[config.mk]
export PLATFORM = sky130hd
export DESIGN_NAME = pe_dot_ctrl
export DESIGN_NICKNAME = d
export VERILOG_FILES = /design/src/rtl/pe_dot_ctrl.sv
export SDC_FILE = /design/constraint.sdc
export NUM_CORES = 1
export LEC_CHECK = 0
export ABC_CLOCK_PERIOD_IN_PS = 2100
export CORE_UTILIZATION = 35
export CTS_CLUSTER_DIAMETER = 60
export DETAILED_ROUTE_END_ITERATION = 16
export GPL_TIMING_DRIVEN = 0
export PLACE_DENSITY = 0.68
export SYNTH_ARGS = -nofsm -noshare
export SYNTH_HDL_FRONTEND = slang
export SYNTH_SLANG_ARGS = --single-unit
[constraint.sdc]
create_clock -name clk -period 2.1 [get_ports clk]
set_input_delay 0.315 -clock clk [delete_from_list [all_inputs] [get_ports clk]]
set_output_delay 0.315 -clock clk [all_outputs]
set_load 0.02 [all_outputs]
[src/rtl/pe_dot_ctrl.sv]
// Dot-product sequencer for a single multiply-accumulate PE.
// Clears the PE, streams operand pairs, then presents the 65-bit sum.
module pe_dot_ctrl #(
   parameter int DATA_W  = 32,
   parameter int LEN_W   = 8,
   parameter int TIMEOUT = 64
) (
   input  logic              clk,
   input  logic              rst,
   input  logic              start,
   input  logic [LEN_W-1:0]  len,
   output logic              busy,
   input  logic              a_valid,
   input  logic [DATA_W-1:0] a_data,
   output logic              a_ready,
   input  logic              b_valid,
   input  logic [DATA_W-1:0] b_data,
   output logic              b_ready,
   output logic              pe_rst,
   output logic              pe_load,
   output logic [DATA_W-1:0] pe_row,
   output logic [DATA_W-1:0] pe_col,
   input  logic              pe_done,
   input  logic [64:0]       pe_result,
   output logic              res_valid,
   output logic [64:0]       res_data,
   input  logic              res_ready,
   output logic              err_timeout
);

   localparam int TW = $clog2(TIMEOUT) + 1;

   typedef enum logic [2:0] {
      IDLE, CLEAR, FETCH, LOAD, WAIT, RESULT
   } state_t;

   state_t           state;
   logic [LEN_W-1:0] remaining;
   logic [TW-1:0]    timer;
   logic             xfer;

   // Both operands move together so row and col never drift apart.
   assign xfer      = (state == FETCH) && a_valid && b_valid;
   assign a_ready   = xfer;
   assign b_ready   = xfer;
   assign busy      = (state != IDLE);
   assign pe_rst    = rst | (state == CLEAR);
   assign pe_load   = (state == LOAD);
   assign res_valid = (state == RESULT);

   always_ff @(posedge clk) begin
      if (rst) begin
         state       <= IDLE;
         remaining   <= '0;
         timer       <= '0;
         pe_row      <= '0;
         pe_col      <= '0;
         res_data    <= '0;
         err_timeout <= 1'b0;
      end else begin
         unique case (state)
            IDLE: begin
               if (start) begin
                  remaining   <= len;
                  err_timeout <= 1'b0;
                  state       <= CLEAR;
               end
            end
            CLEAR: begin
               if (remaining == '0) begin
                  res_data <= '0;
                  state    <= RESULT;
               end else begin
                  state <= FETCH;
               end
            end
            FETCH: begin
               if (xfer) begin
                  pe_row <= a_data;
                  pe_col <= b_data;
                  state  <= LOAD;
               end
            end
            LOAD: begin
               timer <= '0;
               state <= WAIT;
            end
            WAIT: begin
               timer <= timer + TW'(1);
               // A done on the final timer cycle still counts.
               if (pe_done) begin
                  remaining <= remaining - LEN_W'(1);
                  if (remaining == LEN_W'(1)) begin
                     res_data <= pe_result;
                     state    <= RESULT;
                  end else begin
                     state <= FETCH;
                  end
               end else if (timer == TW'(TIMEOUT - 1)) begin
                  err_timeout <= 1'b1;
                  state       <= IDLE;
               end
            end
            RESULT: begin
               if (res_ready) state <= IDLE;
            end
            default: state <= IDLE;
         endcase
      end
   end

endmodule

### Word level (Yosys, flattened, before mapping)

Index checks and enable logic that the tools add are counted.
W data, S select, Z words.

* add/sub/neg operators: 2
* equality and inequality tests: 16
* mux-type cells: 20
* bitwise logic cells: 1
* reductions and logical operators: 13

Operators by type and width (number)
* $mux W65: 3
* $pmux W65 S2: 1
* $mux W3: 7
* $pmux W3 S6: 1
* $mux W8: 2
* $pmux W8 S2: 1
* $pmux W7 S2: 1
* $ne A2 B2 Y1 const B: 6
* $reduce_and A4 Y1: 3
* $eq A8 B1 Y1 const B: 1
* $logic_not A8 Y1: 1
* $sub A8 B1 Y8 const B: 1
* $add A7 B1 Y7 const B: 1
* $eq A7 B6 Y1 const B: 1
* $eq A3 B2 Y1 const B: 2
* $eq A3 B3 Y1 const B: 2
* $reduce_bool A2 Y1: 3
* $ne A2 B1 Y1 const B: 2
* $eq A3 B1 Y1 const B: 1
* $logic_not A3 Y1: 1
* $mux W1: 3
* $ne A3 B3 Y1 const B: 1
* $reduce_and A3 Y1: 1
* $reduce_bool A3 Y1: 1
* 4 further kinds: 5

* register bits: 148
* output and inout bits: 136

### Logic depth before layout (Yosys ltp)

Gate-level depths: netlist of run 1.

* word-level depth: 5
* gate-level depth with buffers: 8
* depth with buffers taken out: 6

### Least setup slack after synthesis of run 1

No wires, ideal clock.

* path type: reg2out
* start: register state[0]
* end: output b_ready
* arrival time: 1.489 ns
* slack: 0.296 ns
* stages on the path, launching flop included: 7
* cells stage by stage: dfxtp_1 clkbuf_1 nor2_1 nand4_1 inv_1 clkbuf_1 buf_4

* cells in the longest elaborated chain, start to end: 3

Ends and longest elaborated chain
* from (decl): line 37 `state_t state;`
* from (signal assigned): line 53 `state <= IDLE;`
* from (signal assigned): line 66 `state <= CLEAR;`
* from (signal assigned): line 72 `state <= RESULT;`
* $eq A3 B2 Y1: line 43 `assign xfer = (state == FETCH) && a_valid && b_valid;`
* $logic_and A1 B1 Y1 (2 in a row): line 43
* to (decl): line 18 `output logic b_ready,`

Every way passes these cells.

### Final worst setup path of run 1

Same ends and word-level chain as after synthesis.

==> flow_results.xml, run 1 <==
<?xml version="1.0" encoding="UTF-8"?>
<metrics>
  <group name="clock_tree">
    <metric name="clock_latency" unit="ns">0.42</metric>
    <metric name="clkTransAtPathRegs" unit="ns">0.06</metric>
    <metric name="cts_inserted_buffers" unit="">17</metric>
    <metric name="cts.hold.buffers_added" unit="">0</metric>
    <metric name="tritoncts" unit="">done</metric>
    <metric name="clk_root_buffer_cell" unit="">sky130_fd_sc_hd__clkbuf_16</metric>
    <metric name="cts-root-to-sink-buffers" unit="">2</metric>
    <metric name="clock_sink_count" unit="">148</metric>
    <metric name="cts_max_level" unit="">4</metric>
  </group>
  <group name="timing">
    <metric name="timing_worst_slew_pin_value" unit="ns">0.654</metric>
    <metric name="max-slew-margin-rel" unit="%">56.0</metric>
    <metric name="hold_slack" unit="ns">0.282</metric>
    <metric name="report.final.slew_viol_count" unit="">0</metric>
    <metric name="final-setup-viol-count" unit="">0</metric>
    <metric name="timing.final.crit_share" unit="%">93.5</metric>
    <metric name="min_period" unit="ns">1.96</metric>
    <metric name="fmax" unit="GHz">0.509</metric>
    <metric name="setup_repair_after_global_routing_missed_its_margin" unit="">no</metric>
    <metric name="timing.final.ws_setup" unit="ns">0.136</metric>
    <metric name="final_worst_clock_skew" unit="ns">0.00742</metric>
    <metric name="hold_viol" unit="">0</metric>
  </group>
  <group name="synthesis">
    <metric name="post_synth.cell_area_avg" unit="um^2">8.21</metric>
    <metric name="postSynthRegisterBits" unit="">148</metric>
    <metric name="seq_area_frac_synth" unit="%">50.2</metric>
    <metric name="postSynthNetCount" unit="">867</metric>
    <metric name="synthesis.area" unit="um^2">5900</metric>
    <metric name="synth_async_sr_flop_share" unit="%">0</metric>
    <metric name="post-synth-top-area-cell" unit="">sky130_fd_sc_hd__dfxtp_1</metric>
    <metric name="dominantRegCellSynth" unit="">sky130_fd_sc_hd__dfxtp_1</metric>
    <metric name="netlist-cell-type-count" unit="">43</metric>
    <metric name="synth_enable_flop_cells" unit="">0</metric>
    <metric name="yosys_warnings" unit="">0</metric>
    <metric name="synthDominantCellAreaShare" unit="%">50.2</metric>
    <metric name="synthCells" unit="">719</metric>
    <metric name="post_synth_main_area_contributors" unit="">sky130_fd_sc_hd__dfxtp_1 (50%), sky130_fd_sc_hd__a21oi_1 (12%), sky130_fd_sc_hd__nand2_1 (8.7%), sky130_fd_sc_hd__nand2b_1 (7.1%), sky130_fd_sc_hd__nand3_1 (6.2%)</metric>
  </group>
  <group name="placed_design">
    <metric name="detailed_place_hpwl" unit="um">14600</metric>
    <metric name="place_inst" unit="">1217</metric>
    <metric name="buffer_ports.inserted" unit="">278</metric>
    <metric name="setup_slack_placement" unit="ns">-0.444</metric>
    <metric name="gp_congestion" unit="">0.828</metric>
  </group>
  <group name="worst_setup_path">
    <metric name="end_kind" unit="">primary output</metric>
    <metric name="timing.setup.critical_path_class" unit="">flop to primary output</metric>
    <metric name="critPathArrivalTime" unit="ns">1.65</metric>
    <metric name="required" unit="ns">1.78</metric>
    <metric name="crit_path_max_fanout" unit="">11</metric>
    <metric name="worst_setup_path_start_kind" unit="">flop</metric>
  </group>
  <group name="run_status">
    <metric name="run_status" unit="">completed</metric>
  </group>
  <group name="drt">
    <metric name="routed_wire_length_per_instance" unit="um">15.7</metric>
    <metric name="drt_first_pass_iters" unit="">4</metric>
    <metric name="routed-via-count" unit="">5984</metric>
    <metric name="vias_per_cell" unit="">4.80</metric>
    <metric name="drtAntennaViolNets" unit="">0</metric>
    <metric name="detail_route.wirelength" unit="um">19500</metric>
    <metric name="drt_iter0_drc" unit="">323</metric>
    <metric name="drt_drc_violations_left" unit="">0</metric>
  </group>
  <group name="run">
    <metric name="maxCapViolations" unit="">0</metric>
  </group>
  <group name="global_routing">
    <metric name="grt_max_degree" unit="">17</metric>
    <metric name="grt_antenna_before_repair" unit="">0</metric>
    <metric name="globalRouteOverflowTotal" unit="">0</metric>
    <metric name="via_count_of_the_first_global_routing_pass" unit="">5770</metric>
    <metric name="gr-usage-all-layers" unit="%">22.6</metric>
    <metric name="grt_first_pass_wirelength" unit="um">30900</metric>
  </group>
  <group name="power">
    <metric name="vdd.ir_drop.worst" unit="mV">0.518</metric>
    <metric name="cellLeakagePower" unit="nW">3.24</metric>
    <metric name="power.density" unit="nW/um^2">890</metric>
  </group>
  <group name="layout">
    <metric name="layout-drive-gt1-share" unit="%">7.02</metric>
    <metric name="finalNonFillerCells" unit="">1246</metric>
    <metric name="syn2layout_area_growth" unit="%">62.3</metric>
    <metric name="fillers" unit="">1560</metric>
    <metric name="diodes" unit="">0</metric>
    <metric name="layout.nets" unit="">1164</metric>
  </group>
  <group name="floorplanning">
    <metric name="initial_cell_density_of_the_core" unit="%">35.7</metric>
    <metric name="die_x" unit="um">132</metric>
    <metric name="die_h" unit="um">132</metric>
    <metric name="placement_rows" unit="">47</metric>
    <metric name="floorplan_core_area" unit="um^2">16500</metric>
    <metric name="die_area" unit="um^2">17400</metric>
    <metric name="pin_count" unit="">280</metric>
  </group>
  <group name="min_path">
    <metric name="timing.hold.worst.class" unit="">primary input to flop</metric>
  </group>
</metrics>
[per-stage QoR]
stage | cell area, um^2 | utilization [%] | power [mW] | setup TNS (ns)
floorplan | 5900 | - | 4.53 | 0
global placement | 8960 | 54.2 | 5.45 | -0.898
detailed placement | 8960 | 54.2 | 5.46 | -0.885
CTS | 9570 | 57.9 | 8.58 | 0
global route | 9580 | 58.0 | 8.93 | 0
finish | 9580 | 58.0 | 8.52 | 0
[cells by family after synthesis]
family                     count (synthesis)  synth area share (%)
AOI/OAI and AO/OA                        178                  16.3
adders and majority gates                  4                 0.848
buffers and inverters                     66                  5.81
DFF                                      148                  50.2
muxes                                      1                 0.170
and+or+nand+nor                          322                  26.7
[synthesized netlist by cell type, types with 2 or more instances]
master                     instances
sky130_fd_sc_hd__a21oi_1         147
sky130_fd_sc_hd__o21ai_0          10
sky130_fd_sc_hd__nor2b_1           2
sky130_fd_sc_hd__inv_1             6
sky130_fd_sc_hd__or3_1             3
sky130_fd_sc_hd__nand4_1           3
sky130_fd_sc_hd__o311ai_0          2
sky130_fd_sc_hd__clkbuf_1         29
sky130_fd_sc_hd__buf_6             7
sky130_fd_sc_hd__nand3b_1          2
sky130_fd_sc_hd__nand2b_1         67
sky130_fd_sc_hd__a211oi_1          2
sky130_fd_sc_hd__o31ai_1           2
sky130_fd_sc_hd__or4_1             2
sky130_fd_sc_hd__nand2_1         137
sky130_fd_sc_hd__ha_1              4
sky130_fd_sc_hd__and2_1            3
sky130_fd_sc_hd__nor3_1            7
sky130_fd_sc_hd__a21o_1            5
sky130_fd_sc_hd__nand3_1          73
sky130_fd_sc_hd__a22oi_1           2
sky130_fd_sc_hd__buf_2            22
sky130_fd_sc_hd__nor2_1           15
sky130_fd_sc_hd__dfxtp_1         148
[worst max-delay path: stages, from the launching register on]
cell,delay (ns)
sky130_fd_sc_hd__dfxtp_2,0.34
sky130_fd_sc_hd__buf_6,0.14
sky130_fd_sc_hd__nor2_4,0.13
sky130_fd_sc_hd__nand4_1,0.13
sky130_fd_sc_hd__inv_2,0.10
sky130_fd_sc_hd__clkbuf_8,0.16
sky130_fd_sc_hd__buf_4,0.11
sky130_fd_sc_hd__buf_4,0.12
[layout make-up]
| cell class | count | area (um^2) | area share [%] |
|---|---|---|---|
| multi-input combinational | 505 | 2610 | 27.3 |
| clock inverter | 8 | 128 | 1.33 |
| clock buffer | 21 | 460 | 4.81 |
| inverter | 6 | 22.5 | 0.235 |
| timing repair buffer | 278 | 2770 | 28.9 |
| sequential | 148 | 2970 | 31.0 |
| tap | 220 | 275 | 2.87 |
| buffer | 60 | 345 | 3.61 |
[routing by layer]
metal	share of wire, %	track usage [%]	routed length (um)
met5	0	0	0
met4	1.5	7.75	299
met3	8.2	7.46	1600
met2	47	37.2	9160
met1	43	27.7	8490
[placed cells by master (no fill, tap or decap), drive strengths merged, types with 4 or more instances in the layout]
master         instances
nor3                   7
nand3                 73
o21ai                 10
nor2                  15
ha                     4
a21oi                147
clkbuf                49
buf                   34
a21o                   5
nand2                137
dfxtp                148
dlygate4sd2            4
nand2b                67
clkdlybuf4s50        272
inv                    7
[registers in the layout, indices dropped and copies added (netlist names)]
register and flops:
err_timeout 1, pe_col 32, pe_row 32, remaining 8
res_data 65, state 3, timer 7
[timing repair]
item,4_1_cts,5_1_grt
gates resized for setup,21,9
setup buffers,0,0
pin swaps,0,3
setup endpoints to repair,6,35
[final timing paths]
check / from / to / slack (ns) / cells past startpoint
worst max-delay path: state[0]$_SDFFE_PP0P_ / b_ready / 0.14 / 7
worst min-delay path: rst / remaining[6]$_SDFFE_PP0P_ / 0.28 / 2
worst max register to register: remaining[1]$_SDFFE_PP0P_ / state[0]$_SDFFE_PP0P_ / 0.20 / 8
worst min register to register: pe_col[26]$_SDFFE_PP0P_ / pe_col[26]$_SDFFE_PP0P_ / 0.45 / 2
[where the power goes]
group | internal [mW] | switching [mW]
sequential | 2.98 | 0.147
clock | 1.92 | 1.18
combinational | 1.06 | 1.25
total | 5.95 | 2.57
No activity file was read; power rests on OpenSTA's default activity.
==> run 2, diff against run 1 <==
--- a/config.mk
+++ b/config.mk
@@ -11,6 +11,7 @@
 export DETAILED_ROUTE_END_ITERATION = 16
 export GPL_TIMING_DRIVEN = 0
 export PLACE_DENSITY = 0.68
+export RECOVER_POWER = 25
 export SYNTH_ARGS = -nofsm -noshare
 export SYNTH_HDL_FRONTEND = slang
 export SYNTH_SLANG_ARGS = --single-unit
==> flow_results.xml, run 2 (synthesized netlist as in run 1, its figures left out) <==
<?xml version="1.0" encoding="UTF-8"?>
<metrics>
  <group name="layout">
    <metric name="design_area" unit="um^2">9580</metric>
    <metric name="largest_register_ff_count" unit="">65</metric>
    <metric name="diodes" unit="">0</metric>
    <metric name="largestRegisters" unit="">res_data: 65 flops, pe_col: 32 flops, pe_row: 32 flops</metric>
    <metric name="layout.nets" unit="">1164</metric>
    <metric name="layout_commonest_cell" unit="">sky130_fd_sc_hd__clkdlybuf4s50_1</metric>
    <metric name="layout-drive-gt1-share" unit="%">6.82</metric>
    <metric name="area.sequential" unit="um^2">2970</metric>
    <metric name="fillers" unit="">1558</metric>
    <metric name="syn2layout_area_growth" unit="%">62.2</metric>
    <metric name="multiInputGateArea" unit="um^2">2610</metric>
    <metric name="layout_common_cells" unit="">sky130_fd_sc_hd__clkdlybuf4s50_1 (216), sky130_fd_sc_hd__a21oi_1 (147), sky130_fd_sc_hd__dfxtp_1 (145)</metric>
    <metric name="regMostFlops" unit="">res_data</metric>
  </group>
  <group name="min_path">
    <metric name="timing.hold.worst.class" unit="">primary input to flop</metric>
    <metric name="hold-path-endpoint" unit="">remaining[6]$_SDFFE_PP0P_</metric>
    <metric name="timing.hold.worst_path_depth" unit="">2</metric>
    <metric name="hold_path.startpoint" unit="">rst</metric>
  </group>
  <group name="drt">
    <metric name="met3_length" unit="um">1690</metric>
    <metric name="drt_iter0_drc" unit="">326</metric>
    <metric name="routed_wire_length_per_instance" unit="um">15.7</metric>
    <metric name="routed-via-count" unit="">5961</metric>
    <metric name="drt_first_pass_iters" unit="">4</metric>
    <metric name="dr.max_layer_used" unit="">met4</metric>
    <metric name="wirelength_met1" unit="um">8410</metric>
    <metric name="drt_drc_violations_left" unit="">0</metric>
    <metric name="vias_per_cell" unit="">4.78</metric>
    <metric name="met2RoutedLength" unit="um">9130</metric>
    <metric name="detail_route.wirelength" unit="um">19500</metric>
    <metric name="drtAntennaViolNets" unit="">0</metric>
  </group>
  <group name="clock_tree">
    <metric name="cts-root-to-sink-buffers" unit="">2</metric>
    <metric name="cts_setup_buffers" unit="">0</metric>
    <metric name="clock_sink_count" unit="">148</metric>
    <metric name="cts_max_level" unit="">4</metric>
    <metric name="cts.hold.buffers_added" unit="">0</metric>
    <metric name="clk_root_buffer_cell" unit="">sky130_fd_sc_hd__clkbuf_16</metric>
    <metric name="tritoncts" unit="">done</metric>
    <metric name="cts_inserted_buffers" unit="">17</metric>
    <metric name="clkTransAtPathRegs" unit="ns">0.06</metric>
    <metric name="clock_latency" unit="ns">0.42</metric>
  </group>
  <group name="timing">
    <metric name="setup_repair_after_global_routing_missed_its_margin" unit="">no</metric>
    <metric name="final-setup-viol-count" unit="">0</metric>
    <metric name="report.final.slew_viol_count" unit="">0</metric>
    <metric name="timing.final.ws_setup" unit="ns">0.130</metric>
    <metric name="max-slew-margin-rel" unit="%">54.9</metric>
    <metric name="timing.final.crit_share" unit="%">93.8</metric>
    <metric name="final_worst_clock_skew" unit="ns">0.00820</metric>
    <metric name="hold_viol" unit="">0</metric>
    <metric name="fmax" unit="GHz">0.508</metric>
    <metric name="timing_worst_slew_pin_value" unit="ns">0.672</metric>
    <metric name="min_period" unit="ns">1.97</metric>
  </group>
  <group name="worst_setup_path">
    <metric name="end_kind" unit="">primary output</metric>
    <metric name="reg2reg_depth" unit="">8</metric>
    <metric name="required" unit="ns">1.78</metric>
    <metric name="ff2ff_setup_slack" unit="ns">0.21</metric>
    <metric name="critical_path.reg2reg.endpoint" unit="">state[0]$_SDFFE_PP0P_</metric>
    <metric name="rr_startpoint" unit="">remaining[1]$_SDFFE_PP0P_</metric>
    <metric name="crit_path_max_fanout" unit="">11</metric>
    <metric name="worst_setup_path_start_kind" unit="">flop</metric>
    <metric name="timing.setup.critical_path_class" unit="">flop to primary output</metric>
    <metric name="critPathArrivalTime" unit="ns">1.66</metric>
  </group>
  <group name="floorplanning">
    <metric name="die_area" unit="um^2">17400</metric>
    <metric name="floorplan_core_area" unit="um^2">16500</metric>
    <metric name="pin_count" unit="">280</metric>
    <metric name="die_h" unit="um">132</metric>
    <metric name="placement_rows" unit="">47</metric>
    <metric name="die_x" unit="um">132</metric>
    <metric name="initial_cell_density_of_the_core" unit="%">35.7</metric>
  </group>
  <group name="global_routing">
    <metric name="gr-usage-all-layers" unit="%">22.6</metric>
    <metric name="globalRouteOverflowTotal" unit="">0</metric>
    <metric name="grt_max_degree" unit="">17</metric>
    <metric name="grt_antenna_before_repair" unit="">0</metric>
    <metric name="via_count_of_the_first_global_routing_pass" unit="">5770</metric>
    <metric name="grt_first_pass_wirelength" unit="um">30900</metric>
  </group>
  <group name="placed_design">
    <metric name="detailed_place_hpwl" unit="um">14600</metric>
    <metric name="gp_congestion" unit="">0.828</metric>
    <metric name="setup_slack_placement" unit="ns">-0.444</metric>
    <metric name="buffer_ports.inserted" unit="">278</metric>
    <metric name="place_area" unit="um^2">8960</metric>
  </group>
  <group name="run">
    <metric name="maxCapViolations" unit="">0</metric>
  </group>
  <group name="power">
    <metric name="vdd.ir_drop.worst" unit="mV">0.515</metric>
    <metric name="power.density" unit="nW/um^2">888</metric>
    <metric name="cellLeakagePower" unit="nW">3.44</metric>
    <metric name="design_power_total" unit="mW">8.50</metric>
  </group>
  <group name="run_status">
    <metric name="run_status" unit="">completed</metric>
  </group>
</metrics>
## run 2: cell count changes in the layout (fill, tap and decap cells not counted)
cell                              before  now
sky130_fd_sc_hd__clkdlybuf4s50_1     272  216
sky130_fd_sc_hd__clkbuf_2              1    2
sky130_fd_sc_hd__dlygate4sd3_1         0   56
sky130_fd_sc_hd__clkbuf_1             27   29
sky130_fd_sc_hd__buf_2                22   19
## run 2: area by class of cell
class	count	share of cell area, %
sequential	148	31.0
timing repair buffer	278	28.9
multi-input combinational	505	27.3
clock buffer	21	4.81
buffer	60	3.58
tap	220	2.87
clock inverter	8	1.33
inverter	6	0.235
## run 2: per-stage QoR
step	util, %	hold WS (ns)	instances	TNS [ns]
2_1_floorplan	-	0.451	719	0
3_3_place_gp	54.2	0.441	1217	-0.898
3_5_place_dp	54.2	0.446	1217	-0.885
4_1_cts	57.9	0.296	1246	0
5_1_grt	57.9	0.320	1246	0
6_report	57.9	0.281	1246	0
## run 2: how the worst max path moves through the flow
stage	start	to	slack [ns]
after floorplan	state[0]$_SDFFE_PP0P_	b_ready	0.30
after global placement	state[0]$_SDFFE_PP0P_	b_ready	-0.45
after detailed placement	b_valid	b_ready	-0.44
after CTS	state[0]$_SDFFE_PP0P_	a_ready	0.004
after global routing	state[2]$_SDFFE_PP0P_	b_ready	0.01
final	state[0]$_SDFFE_PP0P_	b_ready	0.13
## run 2: repair_timing
action / in CTS / in global routing
pin swaps: 0 / 3
gates resized for setup: 21 / 9
setup endpoints to repair: 6 / 35
## run 2: critical path, cell delays in order, from the launching register on
cell	delay (ns)
sky130_fd_sc_hd__dfxtp_2	0.34
sky130_fd_sc_hd__buf_6	0.14
sky130_fd_sc_hd__nor2_4	0.13
sky130_fd_sc_hd__nand4_1	0.13
sky130_fd_sc_hd__inv_2	0.10
sky130_fd_sc_hd__clkbuf_8	0.17
sky130_fd_sc_hd__buf_4	0.11
sky130_fd_sc_hd__buf_4	0.12
## run 2: power breakdown
group	switching, mW	total, mW	leakage (nW)	internal (mW)
logic	1.25	2.29	1.96	1.04
registers	0.145	3.12	1.20	2.98
clock network	1.17	3.09	0.281	1.92
total	2.57	8.50	3.44	5.93
## run 2: layer usage
| layer | up-vias | global-route usage, % |
|---|---|---|
| met2 | 229 | 37.2 |
| li1 | 3024 | - |
| met5 | - | 0 |
| met4 | 0 | 7.75 |
| met1 | 2689 | 27.7 |
| met3 | 19 | 7.46 |
